--- src/rtl/channel_frame_arbiter.sv ---
// Merges header/footer-delimited frames from CH_NUM trigger channels onto one AXI-Stream output.
// Round-robin grant per frame, single output register, watchdog truncation and stray-word draining.
module channel_frame_arbiter #(
  parameter int CH_NUM          = 4,
  parameter int DOUT_WIDTH      = 64,
  parameter int MAX_FRAME_WORDS = 210
) (
  input  logic                         M_AXIS_ACLK,
  input  logic                         M_AXIS_ARESETN,
  input  logic [CH_NUM*DOUT_WIDTH-1:0] CH_DOUT,
  input  logic [CH_NUM-1:0]            CH_VALID,
  output logic [CH_NUM-1:0]            CH_READY,
  input  logic [CH_NUM-1:0]            CH_ENABLE,
  output logic [DOUT_WIDTH-1:0]        M_AXIS_TDATA,
  output logic                         M_AXIS_TVALID,
  output logic                         M_AXIS_TLAST,
  input  logic                         M_AXIS_TREADY,
  output logic [2:0]                   GRANT_ID,
  output logic [31:0]                  FRAME_CNT,
  output logic [15:0]                  ERR_CNT
);

  localparam int         CNT_W = $clog2(MAX_FRAME_WORDS + 1);
  localparam logic [7:0] HDR   = 8'hAA;
  localparam logic [7:0] FTR   = 8'h55;

  typedef enum logic {IDLE, STREAM} state_t;

  state_t                state, stateNext;
  logic [2:0]            grantId, grantNext;
  logic [CNT_W-1:0]      wordCnt, wordCntInc;
  logic [DOUT_WIDTH-1:0] tData_p1;
  logic                  tVld_p1, tLast_p1;
  logic [31:0]           frameCnt;
  logic [15:0]           errCnt;

  logic [CH_NUM-1:0]     isHdr, cand, candRot;
  logic [CH_NUM-1:0]     grantOneHot, strayOneHot, readyVec;
  logic                  anyCand, rrFound, strayHit, strayTake;
  logic [2:0]            rrPick, strayIdx;
  logic [DOUT_WIDTH-1:0] grantWord;
  logic                  grantValid, accept, isFooter, wdExpire;

  function automatic logic [15:0] satInc16(input logic [15:0] v);
    return (v == 16'hFFFF) ? v : v + 16'd1;
  endfunction

  for (genvar g = 0; g < CH_NUM; g++) begin : gHdr
    assign isHdr[g] = (CH_DOUT[g*DOUT_WIDTH + DOUT_WIDTH-8 +: 8] == HDR);
  end

  assign cand    = CH_VALID & CH_ENABLE & isHdr;
  assign anyCand = |cand;
  // Rotate so bit 0 is the channel after the last grant; first set bit wins.
  assign candRot = CH_NUM'({cand, cand} >> (int'(grantId) + 1));

  always_comb begin
    rrFound = 1'b0;
    rrPick  = grantId;
    for (int j = 0; j < CH_NUM; j++) begin
      if (!rrFound && candRot[j]) begin
        rrFound = 1'b1;
        rrPick  = 3'((int'(grantId) + 1 + j) % CH_NUM);
      end
    end
  end

  always_comb begin
    strayHit = 1'b0;
    strayIdx = '0;
    for (int j = CH_NUM-1; j >= 0; j--) begin
      if (CH_VALID[j] && CH_ENABLE[j] && !isHdr[j]) begin
        strayHit = 1'b1;
        strayIdx = 3'(j);
      end
    end
  end

  assign grantOneHot = CH_NUM'(1) << grantId;
  assign strayOneHot = CH_NUM'(1) << strayIdx;
  assign grantValid  = |(CH_VALID & grantOneHot);
  assign grantWord   = DOUT_WIDTH'(CH_DOUT >> (int'(grantId) * DOUT_WIDTH));
  assign isFooter    = (grantWord[DOUT_WIDTH-1 -: 8] == FTR);
  assign wordCntInc  = wordCnt + 1'b1;
  assign wdExpire    = (wordCntInc == CNT_W'(MAX_FRAME_WORDS));

  always_comb begin
    stateNext = state;
    grantNext = grantId;
    readyVec  = '0;
    accept    = 1'b0;
    strayTake = 1'b0;
    case (state)
      IDLE: begin
        if (anyCand) begin
          grantNext = rrPick;
          stateNext = STREAM;
        end else if (strayHit) begin
          readyVec  = strayOneHot;
          strayTake = 1'b1;
        end
      end
      STREAM: begin
        if (!tVld_p1 || M_AXIS_TREADY) readyVec = grantOneHot;
        accept = grantValid && (!tVld_p1 || M_AXIS_TREADY);
        if (accept && (isFooter || wdExpire)) stateNext = IDLE;
      end
      default: stateNext = IDLE;
    endcase
  end

  // Stray draining is combinational from inputs, so hold it off while reset is low.
  assign CH_READY = M_AXIS_ARESETN ? readyVec : '0;

  // p0 -> p1: accepted channel word into the output register
  always_ff @(posedge M_AXIS_ACLK or negedge M_AXIS_ARESETN) begin
    if (!M_AXIS_ARESETN) begin
      state    <= IDLE;
      grantId  <= 3'(CH_NUM - 1);
      wordCnt  <= '0;
      tData_p1 <= '0;
      tVld_p1  <= 1'b0;
      tLast_p1 <= 1'b0;
      frameCnt <= '0;
      errCnt   <= '0;
    end else begin
      state   <= stateNext;
      grantId <= grantNext;
      if (state == IDLE) begin
        wordCnt <= '0;
        if (strayTake) errCnt <= satInc16(errCnt);
      end
      if (accept) begin
        tData_p1 <= grantWord;
        tVld_p1  <= 1'b1;
        tLast_p1 <= isFooter || wdExpire;
        wordCnt  <= wordCntInc;
        if (isFooter)      frameCnt <= frameCnt + 32'd1;
        else if (wdExpire) errCnt   <= satInc16(errCnt);
      end else if (M_AXIS_TREADY) begin
        tVld_p1  <= 1'b0;
        tLast_p1 <= 1'b0;
      end
    end
  end

  assign M_AXIS_TDATA  = tData_p1;
  assign M_AXIS_TVALID = tVld_p1;
  assign M_AXIS_TLAST  = tLast_p1;
  assign GRANT_ID      = grantId;
  assign FRAME_CNT     = frameCnt;
  assign ERR_CNT       = errCnt;

endmodule
--- config.mk ---
export PLATFORM = sky130hd
export DESIGN_NAME = channel_frame_arbiter
export DESIGN_NICKNAME = d
export VERILOG_FILES = /design/src/rtl/channel_frame_arbiter.sv
export SDC_FILE = /design/constraint.sdc
export NUM_CORES = 1
export LEC_CHECK = 0
export ABC_AREA = 1
export BUFFER_PORTS_ARGS = -buffer_cell sky130_fd_sc_hd__buf_4
export CAP_MARGIN = 5
export CELL_PAD_IN_SITES_DETAIL_PLACEMENT = 0
export CELL_PAD_IN_SITES_GLOBAL_PLACEMENT = 1
export CORE_MARGIN = 2
export CORE_UTILIZATION = 34
export DETAILED_ROUTE_END_ITERATION = 7
export HOLD_SLACK_MARGIN = 0.06
export PLACE_DENSITY_LB_ADDON = 0.1
export RECOVER_POWER = 50
export SETUP_SLACK_MARGIN = 0.2
export SYNTH_ARGS = -nofsm -noshare
export SYNTH_HDL_FRONTEND = slang
export SYNTH_SLANG_ARGS = --single-unit
--- constraint.sdc ---
create_clock -name M_AXIS_ACLK -period 6.3 [get_ports M_AXIS_ACLK]
set_clock_uncertainty 0.2 [all_clocks]
set_input_delay 0.63 -clock M_AXIS_ACLK [delete_from_list [all_inputs] [get_ports M_AXIS_ACLK]]
set_output_delay 0.63 -clock M_AXIS_ACLK [all_outputs]
set_load 0.02 [all_outputs]
==> impl_metrics.py <==
metrics = {
    "status": {
        "status": "finished, violations left",
        "violations": "max-capacitance violations, max-slew violations",
    },
    "logic_synthesis": {
        "synth-main-ff-cell": "dfrtp_1",
        "syn_area_mm2": 0.00824,
        "yosysSeqAreaShare_pct": 38.0,
        "netlist.area_leader.share_pct": 37.4,
        "synth.most_common_cell": "nor2_1",
        "synth.largest_area_cell": "dfrtp_1",
        "netlist_top_cells_area": "dfrtp_1, nor2_1, nand2_1",
        "synth.top_cells.by_count": "nor2_1, nand2_1, o21ai_0, dfrtp_1, inv_1",
        "synth-warning-count": 0,
        "async_reset_ff_share_pct": 100,
        "avgSynthCellArea_um2": 6.68,
        "ys_seq_elements": 125,
        "syn_inst": 1233,
        "synthDistinctLibCells": 42,
        "synth_edf_count": 0,
        "synth_fp_nets": 1508,
    },
    "layout": {
        "diodes": 0,
        "final_cells": 1910,
        "fillers": 2534,
        "fin_nets": 1854,
        "finish.instance_area_mm2": 0.0115,
        "final_core_util_pct": 48.9,
        "area_growth_pct": 40.1,
        "drive_gt1_share_pct": 21.1,
    },
    "place": {
        "place_inst": 1879,
        "port_buffers": 386,
        "place.gp.congestion": 0.849,
        "dp_hpwl_um": 24900,
        "placed_cell_area_mm2": 0.0113,
    },
    "clock_network": {
        "postCtsSetupBuffers": 0,
        "root_buffer": "clkbuf_16",
        "cts_sinks": 125,
        "cts_tree": "done",
        "h-tree-depth": 4,
        "clk_pin_slew_ps": 60,
        "cts_made_buffers": 17,
        "cts_buffer_depth": 2,
        "clk_latency_ps": 420,
        "ctsResizeCount": 0,
        "hold_buffers": 0,
    },
    "route": {
        "route.detailed.drc": 0,
        "drtIter0Drc": 659,
        "antenna_left": 0,
        "routed-via-count": 9481,
        "wl_per_cell_um": 17.1,
        "detail_route.vias_per_cell": 4.96,
        "dr.pass1.iters": 5,
        "routed_wl_um": 32700,
    },
    "min_path": {
        "min_path_type": "input pin to asynchronous set/reset pin",
    },
    "global_routing": {
        "grt_overflow_total": 0,
        "grt_max_degree": 102,
        "grt_pass1_wl_um": 50500,
        "first_global_vias": 9201,
        "grt_use_total_pct": 25.1,
        "grt_antenna_before_repair": 0,
    },
    "sta": {
        "setup_violations": 0,
        "whs_ps": 50.5,
        "period_share_pct": 64.3,
        "max_clock_freq_ghz": 0.247,
        "rsz0062_at_grt": "false",
        "finalSetupTns_ps": 0,
        "drv_slew": 55,
        "worst_pin_slew_ps": 3100,
        "maxSlewHeadroom_pct": -107,
        "final_hold_viol_count": 0,
        "period_minus_slack_ps": 4050,
    },
    "job": {
        "drv_cap": 1,
    },
    "floorplan": {
        "die-area_mm2": 0.0255,
        "die_h_um": 160,
        "core_mm2": 0.0236,
        "dieWidth_um": 160,
        "start_util_pct": 34.9,
        "rows": 56,
        "io_pins": 388,
    },
    "worst_setup_path": {
        "crit_path_end": "FRAME_CNT[11]",
        "rr_startpoint": "GRANT_ID[1]",
        "rr_worst_depth": 11,
        "arrival_ps": 4150,
        "crit_fanout": 42,
        "cp-start-kind": "flip-flop",
        "critPathLaunch": "GRANT_ID[1]",
        "cp-end-kind": "flip-flop",
        "r2r_end": "FRAME_CNT[11]",
        "r2r_slack_ps": 2250,
        "required_ps": 6400,
        "worstSetupPathType": "flip-flop to flip-flop",
    },
    "power": {
        "ir_drop_mv": 0.177,
        "power_leakage_nw": 5.40,
        "power_per_cell_area_mw_per_mm2": 310,
    },
}
-- kinds of logic after synthesis --
kind of cell / synth area share, %
flops: 38.0
compound gates: 15.1
other cells: 0.0455
buf+inv: 7.64
xor+xnor: 4.04
fa+ha+maj: 1.22
simple gates: 33.9
-- flip-flops by register name (all words and copies together), names as in the netlist --
name           flops
FRAME_CNT         32
state              1
M_AXIS_TDATA      64
wordCnt            8
ERR_CNT           16
GRANT_ID           2
M_AXIS_TLAST       1
M_AXIS_TVALID      1
-- critical path: stages, from the launching register on --
cell and delay, ps:
dfstp_2 1170, ha_1 320, nand2_1 60, nand2_1 60, nor2_1 60, nor2_4 450, inv_1 460, nor2_8 490
inv_2 260, nor2_4 160, nand3_1 100, xnor2_1 130
-- cell usage in the layout, fill, tap and decap left out, types with 2 or more instances in the layout --
cell,count
xnor2_1,15
nand4_1,15
nor2_2,2
clkbuf_1,109
o21bai_1,2
inv_1,84
xor2_1,23
nor2_4,4
clkinv_4,2
dfrtp_1,123
nor3_1,23
inv_2,3
nor4_1,4
clkinvlp_4,2
a21oi_1,8
nor2_1,339
o22ai_1,3
o21ai_0,143
ha_1,8
o211ai_1,2
o21ai_1,2
clkbuf_8,5
bufinv_16,4
clkbuf_16,17
nand3_1,52
nand2_2,3
nand2_4,3
a31oi_1,60
buf_4,282
nand2_1,231
-- metal layers --
layer	vias to the layer above	wire length (µm)	share of wire (%)	GRT usage (%)
met5	-	0	0	0
met4	0	519	1.6	6.57
met3	32	2150	6.6	5.14
met2	353	16200	50	43.2
met1	4396	13800	42	32.1
li1	4700	-	-	-
-- where the power goes --
group / leakage (nW) / switching (W) / internal [W]
sequential: 1.48 / 0.000188 / 0.00105
combinational: 3.61 / 0.000825 / 0.000429
clock: 0.314 / 0.000372 / 0.000714
-- cell type report --
cell class,count,area [µm²],area share (%)
tap,319,399,3.46
inverter,88,333,2.88
clock inverter,9,158,1.37
multi-input combinational,955,4480,38.8
sequential,125,3130,27.2
clock buffer,22,494,4.28
timing repair buffer,392,2540,22.0
-- stage by stage --
stage          worst slack (ps)  power [W]
2_1_floorplan              2910    0.00197
3_3_place_gp               2260    0.00271
3_5_place_dp               2220    0.00272
4_1_cts                    2180    0.00382
5_1_grt                    1640    0.00379
6_report                   2250    0.00358
-- worst min path at each step --
stage	startpoint	endpoint	slack, ps	depth (start not counted)
6_report	M_AXIS_ARESETN	FRAME_CNT[15]	50	1
5_1_grt	M_AXIS_ARESETN	FRAME_CNT[15]	100	1
3_5_place_dp	M_AXIS_TDATA[63]	M_AXIS_TDATA[63]	310	2
3_3_place_gp	ERR_CNT[11]	ERR_CNT[11]	300	1
2_1_floorplan	M_AXIS_ARESETN	ERR_CNT[0]	130	0
4_1_cts	M_AXIS_ARESETN	FRAME_CNT[15]	70	1
Note: power is estimated with default switching activity, not from simulation.
